$ cat src/rtl/mem_ctrl_pkg.sv
// Shared types and decode helpers for the MEM-stage controller.
// Defines the FSM state encoding and the load/store request decode.
package mem_ctrl_pkg;

    typedef enum logic [1:0] {
        IDLE   = 2'd0,
        WAIT   = 2'd1,
        DONE   = 2'd2,
        HALTED = 2'd3
    } mem_state_t;

    typedef struct packed {
        logic ren;
        logic wen;
    } dreq_t;

    // Both dREN and dWEN set is illegal; the load wins so a store is never issued by accident.
    function automatic dreq_t decode_req(input logic valid, input logic ren, input logic wen);
        dreq_t r;
        r.ren = valid & ren;
        r.wen = valid & wen & ~ren;
        return r;
    endfunction

endpackage

$ cat src/rtl/mem_stage_ctrl_sat_counter.sv
// Saturating up-counter with enable and asynchronous active-high reset.
// Holds at all-ones instead of wrapping.
module sat_counter #(
    parameter int CNT_W = 32
) (
    input  logic             clk_i,
    input  logic             rst_i,
    input  logic             en_i,
    output logic [CNT_W-1:0] count_o
);

    logic [CNT_W-1:0] count_q;
    logic [CNT_W-1:0] count_d;

    function automatic logic [CNT_W-1:0] sat_inc(input logic [CNT_W-1:0] v);
        if (&v) begin
            return v;
        end
        return v + 1'b1;
    endfunction

    always_comb begin
        count_d = count_q;
        if (en_i) begin
            count_d = sat_inc(count_q);
        end
    end

    always_ff @(posedge clk_i or posedge rst_i) begin
        if (rst_i) begin
            count_q <= '0;
        end else begin
            count_q <= count_d;
        end
    end

    assign count_o = count_q;

endmodule

$ cat src/rtl/mem_stage_ctrl.sv
// MEM-stage dcache request controller feeding the MEM/WB register.
// Issues loads/stores, holds hit data across pipeline stalls, and freezes on HALT.
module mem_stage_ctrl
    import mem_ctrl_pkg::*;
#(
    parameter int WORD_W = 32,
    parameter int CNT_W  = 32
) (
    input  logic              CLK,
    input  logic              RST,
    input  logic              valid_EX_MEM,
    input  logic              dREN_EX_MEM,
    input  logic              dWEN_EX_MEM,
    input  logic              halt_EX_MEM,
    input  logic [WORD_W-1:0] result_EX_MEM,
    input  logic [WORD_W-1:0] dmemstore_EX_MEM,
    input  logic              pipe_stall,
    input  logic              dhit,
    input  logic [WORD_W-1:0] dmemload_cache,
    output logic              dmemREN,
    output logic              dmemWEN,
    output logic [WORD_W-1:0] dmemaddr,
    output logic [WORD_W-1:0] dmemstore,
    output logic [WORD_W-1:0] dmemload,
    output logic              enable_MEM_WB,
    output logic              flush_MEM_WB,
    output logic              mem_stall,
    output logic              halted,
    output logic [CNT_W-1:0]  stall_cycles
);

    mem_state_t        state_q, state_d;
    logic [WORD_W-1:0] hold_q, hold_d;

    dreq_t             req;
    logic              memop;
    logic              ren_w, wen_w, en_w, flush_w, stall_w, halted_w;
    logic [WORD_W-1:0] addr_w, store_w, load_w;

    assign req   = decode_req(valid_EX_MEM, dREN_EX_MEM, dWEN_EX_MEM);
    assign memop = req.ren | req.wen;

    // Outputs are forced low during reset so an in-flight request drops immediately.
    always_comb begin
        state_d  = state_q;
        hold_d   = hold_q;
        ren_w    = 1'b0;
        wen_w    = 1'b0;
        en_w     = 1'b0;
        flush_w  = 1'b0;
        stall_w  = 1'b0;
        halted_w = 1'b0;
        addr_w   = '0;
        store_w  = '0;
        load_w   = '0;
        if (!RST) begin
            case (state_q)
                IDLE, WAIT: begin
                    ren_w   = req.ren;
                    wen_w   = req.wen;
                    addr_w  = result_EX_MEM;
                    store_w = dmemstore_EX_MEM;
                    load_w  = dmemload_cache;
                    if (memop) begin
                        if (!dhit) begin
                            stall_w = 1'b1;
                            flush_w = 1'b1;
                            state_d = WAIT;
                        end else if (!pipe_stall) begin
                            en_w    = 1'b1;
                            state_d = IDLE;
                        end else begin
                            hold_d  = dmemload_cache;
                            state_d = DONE;
                        end
                    end else begin
                        en_w    = ~pipe_stall;
                        state_d = IDLE;
                    end
                end
                DONE: begin
                    // Request already completed; never reissue it while waiting on the pipe.
                    addr_w = result_EX_MEM;
                    load_w = hold_q;
                    en_w   = ~pipe_stall;
                    if (!pipe_stall) begin
                        state_d = IDLE;
                    end
                end
                HALTED: begin
                    halted_w = 1'b1;
                    stall_w  = 1'b1;
                    load_w   = hold_q;
                end
                default: state_d = IDLE;
            endcase
            if (valid_EX_MEM && halt_EX_MEM && en_w) begin
                state_d = HALTED;
            end
        end
    end

    always_ff @(posedge CLK or posedge RST) begin
        if (RST) begin
            state_q <= IDLE;
            hold_q  <= '0;
        end else begin
            state_q <= state_d;
            hold_q  <= hold_d;
        end
    end

    sat_counter #(
        .CNT_W(CNT_W)
    ) u_stall_cnt (
        .clk_i  (CLK),
        .rst_i  (RST),
        .en_i   (stall_w && (state_q != HALTED)),
        .count_o(stall_cycles)
    );

    assign dmemREN       = ren_w;
    assign dmemWEN       = wen_w;
    assign dmemaddr      = addr_w;
    assign dmemstore     = store_w;
    assign dmemload      = load_w;
    assign enable_MEM_WB = en_w;
    assign flush_MEM_WB  = flush_w;
    assign mem_stall     = stall_w;
    assign halted        = halted_w;

endmodule
$ cat config.mk
export PLATFORM = sky130hd
export DESIGN_NAME = mem_stage_ctrl
export DESIGN_NICKNAME = d
export VERILOG_FILES = /design/src/rtl/mem_ctrl_pkg.sv /design/src/rtl/mem_stage_ctrl_sat_counter.sv /design/src/rtl/mem_stage_ctrl.sv
export SDC_FILE = /design/constraint.sdc
export NUM_CORES = 1
export LEC_CHECK = 0
export CORE_ASPECT_RATIO = 0.8
export CORE_MARGIN = 2
export CORE_UTILIZATION = 41
export CTS_CLUSTER_SIZE = 16
export DETAILED_ROUTE_END_ITERATION = 8
export GPL_TIMING_DRIVEN = 0
export PLACE_DENSITY = 0.88
export SLEW_MARGIN = 20
export SYNTH_ARGS = -nofsm -noshare
export SYNTH_HDL_FRONTEND = slang
export SYNTH_SLANG_ARGS = --single-unit
$ cat constraint.sdc
create_clock -name CLK -period 5.09 [get_ports CLK]
set_clock_uncertainty 0.05 [all_clocks]
set_input_delay 1.018 -clock CLK [delete_from_list [all_inputs] [get_ports CLK]]
set_output_delay 1.018 -clock CLK [all_outputs]
set_load 0.03 [all_outputs]
==> metrics.txt, run 1 <==
IO Count 238; worst vdd ir 0.000206 V; Req. time, crit path approximately 4 ns; Hold Crit Start u_stall_cnt.count_o[18]$_DFFE_PP0P_; post-layout util 74.2%; setup TNS 0 ns; pins over their slew limit 0; Max Freq ~230 MHz; Vias between 3k and 4k; Post-synth EDFFs 0; Seq pwr share a little under a third; largest net degree at the start of global routing 44; CTS Root Cell clkbuf_16; Netlist Area Pre-Place between 3000 and 4000 sq um; Power Density between 300 and 400 nW/um^2; post-synthesis cell type count 37; Worst path most repeated cell clkdlybuf4s50_1; ANT cells 0; Yosys reg bits 66; WL final 12,900 um; syn nets 478; async set or reset register ratio after synthesis 100%; initial antenna violation count 0; CP endpoint kind primary output; CTS Sinks 66; Starting Density a little over two fifths; global-route wire length before repair between 20,000 and 25,000 um; PostCTS Resize Cnt 0; CP max stage delay between 0.6 and 0.7 ns; Num CTS Buffers 9; Core Area between 9000 and 10,000 sq um; die width between 100 and 150 um; fraction of layout instances using a drive strength above 1 around a tenth; Worst R2R Start u_stall_cnt.count_o[1]$_DFFE_PP0P_; Bufs on Longest Clock Path 2; synthesized area per cell approximately 10 sq um; Vias/cell about 5.0; Hold Path Class reg2reg; slowest CP cell clkdlybuf4s50_1; global placement routability congestion 0.843; area grow syn2layout 74.7%; Hold Buf Count CTS 0; minimum clock period 4.26 ns; crit path max fanout 10; most frequent cells after synthesis 71 x and2_1, 66 x dfrtp_1, 38 x nor2_1, 33 x mux2_2, 32 x mux2i_1; startpoint class of the critical path input port; Nets a little over 700; per-cell routed wire length 17.3 um; count leader, synth and2_1; top cell type's share of synthesized area a little over two fifths; Crit Path Category in2out; Mapped Cells around 370; RSZ-0062 raised after global routing false; endpoints failing hold 0; run status completed; H-Tree Depth 3; power share of the clock group slightly below 30%; clk slew on worst S/H paths 0.05 ns; Slew HR 60.3%; Net Sw Frac roughly 33%; final setup fails 0; final period utilization between 80 and 90%; Synth area leaders dfrtp_1 43%, and2_1 12%, mux2_2 9.6%; Synth area leader dfrtp_1; dpl hpwl between 10,000 and 15,000 um; YS warnings 0; vias in the first global route approximately 3.7k; Psw 787 uW; GRT Util Overall about a quarter; R2R depth 6; remaining antenna violation count 0; row count 31; FF-to-FF End u_stall_cnt.count_o[1]$_DFFE_PP0P_; Port-buffer cells around 240; CP Cell Sequence clkdlybuf4s50_1 -> clkbuf_1 -> buf_1 -> nor2_1 -> clkdlybuf4s50_1; leak pwr approximately 2.8 nW; Internal ~1.6 mW; TritonCTS clock tree built; Hold Path Cell Cnt 1; Clock Latency Late Sink 0.32 ns; register area share after synthesis between 40 and 50%; total die area 10,200 sq um; part of the power in combinational logic roughly two fifths; main flop type after synthesis dfrtp_1; Die H 90.7 um; first drt pass iteration count 4; post-CTS setup buffers 0; grt ovf 0; DR iter-0 viols 120; worst hold endpoint u_stall_cnt.count_o[18]$_DFFE_PP0P_; residual DRC count 0; max_cap viols 0; r2r setup slk 2.94 ns; placed inst area roughly 6400 sq um; post-route cell area approximately 6700 sq um; CP arrival approximately 3.2 ns; Worst-Margin Slew 0.596 ns
## power by group through the flow
stage | clock network [mW] | logic (mW) | registers (mW)
global route | 0.720 | 1.02 | 0.744
detailed placement | 0 | 0.959 | 0.736
CTS | 0.696 | 0.964 | 0.728
floorplan | 0 | 0.552 | 0.739
global placement | 0 | 0.937 | 0.723
finish | 0.683 | 0.955 | 0.729
## layer usage
| metal | vias up | track usage, % | routed length [um] |
|---|---|---|---|
| met3 | 12 | 5.97 | 569 |
| li1 | 1773 | - | - |
| met4 | 0 | 5.49 | 180 |
| met2 | 104 | 41.6 | 6470 |
| met1 | 1789 | 33.0 | 5640 |
| met5 | - | 0 | 0 |
## state kept, by name, summed over array words and instances, names as in the netlist
| signal | flops |
|---|---|
| hold_q | 32 |
| state_q | 2 |
| u_stall_cnt.count_o | 32 |
## worst max-delay path by stage
| stage | start | end | slack (ns) | cells after the start |
|---|---|---|---|---|
| after global routing | RST | dmemload[2] | 0.68 | 5 |
| after floorplan | RST | dmemWEN | 1.84 | 2 |
| after global placement | RST | u_stall_cnt.count_o[11]$_DFFE_PP0P_ | 0.80 | 3 |
| after CTS | RST | dmemload[2] | 0.80 | 5 |
| final | RST | dmemload[2] | 0.83 | 5 |
| after detailed placement | RST | dmemload[3] | 0.83 | 5 |
## critical path: cells and delay by family
family | cells | cell delay [ns]
and+or+nand+nor | 1 | 0.12
buffers and inverters | 4 | 2.05
## placed cells by master, fill, tap and decap left out, types with 2 or more instances in the layout
cell,instances
o21ai_0,2
clkbuf_8,3
nand3_1,17
dfrtp_1,66
buf_6,4
a211oi_4,2
clkbuf_16,9
xnor2_1,27
clkdlybuf4s50_1,237
clkbuf_1,9
nand4_1,11
buf_1,2
mux2_2,33
and2_1,71
and4_1,6
nand2_1,14
mux2i_1,32
bufinv_16,2
xor2_1,3
buf_2,3
nor2_1,38
and3_1,10
a21oi_1,4
## kinds of logic (layout without fill, tap and decap cells)
logic type               Yosys count  count (layout)  share of synthesized area [%]
multiplexers                      66              66                           18.2
buffers and inverters             21             275                           2.92
AND/OR/NAND/NOR                  176             176                           25.8
XOR/XNOR                          30              30                           6.82
flip-flops                        66              66                           42.9
adder cells (fa/ha/maj)            1               1                          0.325
AO/OA/AOI/OAI                     13              13                           2.99
## layout make-up
class / count / area [sq um]
sequential: 66 / 1650
buffer: 18 / 101
tap: 115 / 144
clock inverter: 4 / 72.6
clock buffer: 12 / 267
timing repair buffer: 238 / 2390
inverter: 3 / 13.8
fill: 661 / 2340
multi-input combinational: 286 / 2090
## metrics by stage
stage                     hold WS, ns  total power, mW  cells  setup WS (ns)
after floorplan                 0.408             1.29    373           1.84
after global placement          0.418             1.66    725          0.804
after detailed placement        0.437             1.69    726          0.825
after CTS                       0.448             2.39    742          0.801
after global routing            0.461             2.48    742          0.681
final                           0.444             2.37    742          0.830
Power figures use the tool's default switching activity.
==> run 2, diff against run 1 <==
CORE_UTILIZATION = 38   (was 41)
PLACE_DENSITY = 0.82   (was 0.88)
clock period = 4.2 ns   (was 5.09 ns; I/O delays follow)
==> run 2 against run 1 <==
  * Sequential power is 21% higher
  * Non-clock buffer count did not move
  * Combinational power grew 21%
  * Worst hold slack got worse by 0.0030 ns
  * Sequential share of layout area hardly changed
  * Critical endpoint is now dmemload[1]
  * Largest power group unchanged
==> metrics.txt, run 2 (synthesized netlist as in run 1, its figures left out) <==
run status completed; Max Freq approximately 250 MHz; Vias roughly 3.7k; max_cap viols 0; total die area between 10,000 and 15,000 sq um; pins over their slew limit 0; Port-buffer cells approximately 240; endpoints failing hold 0; largest net degree at the start of global routing 40; Power Density about 410 nW/um^2; Starting Density around two fifths; Fill cells about 780; Placed Cells incl. Taps ~750; GRT Util Overall a little under a quarter; grt ovf 0; final period utilization between 90 and 100%; final setup fails 0; Hold Path Class reg2reg; Bufs on Longest Clock Path 2; R2R depth 6; CP endpoint kind primary output; residual DRC count 0; Worst R2R Start u_stall_cnt.count_o[0]$_DFFE_PP0P_; clk slew on worst S/H paths roughly 0.05 ns; CP arrival a little over 3 ns; per-cell routed wire length between 15 and 20 um; fraction of layout instances using a drive strength above 1 just under 10%; first drt pass iteration count 5; CTS Root Cell clkbuf_16; global placement routability congestion between 0.9 and 1; RSZ-0062 raised after global routing false; setup TNS 0 ns; TritonCTS clock tree built; DR iter-0 viols between 150 and 200; vias in the first global route roughly 3.8k; Req. time, crit path 3.31 ns; Slew HR between 50% and 60%; minimum clock period between 3 and 4 ns; post-CTS setup buffers 0; Hold Path Cell Cnt 1; remaining antenna violation count 0; CTS Sinks 66; startpoint class of the critical path input port; Nets just over 700; most frequent cells in the layout 237 x clkdlybuf4s50_1, 71 x and2_1, 66 x dfrtp_1, 38 x nor2_1, 33 x mux2_2; Core Area about 9800 sq um; worst vdd ir between 0.0002 and 0.0003 V; IO Count around 240; Critical Path Source RST; Die H about 94 um; initial antenna violation count 1; most common cell after layout, fill and taps aside clkdlybuf4s50_1; Vias/cell between 4 and 5; crit path max fanout 10; Hold Crit Start u_stall_cnt.count_o[16]$_DFFE_PP0P_; WL final roughly 13,000 um; H-Tree Depth 3; Non-Filler Instances ~760; Clock Latency Late Sink between 0.3 and 0.4 ns; Worst-Margin Slew 0.626 ns; dpl hpwl between 10,000 and 15,000 um; area grow syn2layout 74.4%; die width about 120 um; Crit Path Category in2out; post-layout util about 69%; Num CTS Buffers 9; global-route wire length before repair 19,600 um; hold slack 0.441 ns; leak pwr 2.75 nW; PostCTS Resize Cnt 0; Hold Buf Count CTS 0; row count 32
run 2: cell count changes in the layout (fill, tap and decap cells not counted), sizes merged:
cell,delta
diode,+1
clkinvlp,-1
clkbuf,+2
bufinv,-1
run 2: worst max-delay path: stages:
cell and delay (ns):
clkdlybuf4s50_1 0.56, clkbuf_1 0.45, buf_1 0.46, nor2_1 0.10
clkdlybuf4s50_1 0.63
run 2: cell type report:
class	instances	area (sq um)	area share [%]
Antenna cell	1	2.50	0.0372
Buffer	18	101	1.51
Clock buffer	14	264	3.93
Clock inverter	2	35.0	0.521
Inverter	3	13.8	0.205
Multi-Input combinational cell	286	2090	31.1
Sequential cell	66	1650	24.6
Tap cell	136	170	2.53
Timing Repair Buffer	238	2390	35.6
run 2: per-layer routing:
metal / vias up / global-route usage [%] / share of wire (%)
li1: 1774 / - / -
met1: 1788 / 29.4 / 42
met2: 122 / 39.6 / 50
met3: 20 / 5.61 / 5.0
met4: 0 / 8.24 / 2.7
met5: - / 0 / 0
run 2: worst paths after layout:
| path | slack (ns) | end |
|---|---|---|
| max | 0.26 | dmemload[1] |
| min | 0.44 | u_stall_cnt.count_o[16]$_DFFE_PP0P_ |
| max reg2reg | 2.01 | u_stall_cnt.count_o[1]$_DFFE_PP0P_ |
| min reg2reg | 0.44 | u_stall_cnt.count_o[16]$_DFFE_PP0P_ |
| max in group asynchronous | 2.35 | u_stall_cnt.count_o[31]$_DFFE_PP0P_ |
| min in group asynchronous | 1.23 | hold_q[11]$_DFFE_PP0P_ |
run 2: per-stage QoR:
step                setup WS, ns  total power, mW  area (sq um)
global route               0.106             2.92          6720
detailed placement         0.226             2.05          6420
global placement          0.0545             2.02          6400
finish                     0.259             2.79          6720
CTS                        0.225             2.81          6720
floorplan                   1.31             1.56          3850
run 2: report_power, final:
group / switching, mW / internal (mW)
Sequential: 0.0944 / 0.785
Combinational: 0.598 / 0.564
Clock: 0.253 / 0.491
Total: 0.945 / 1.84
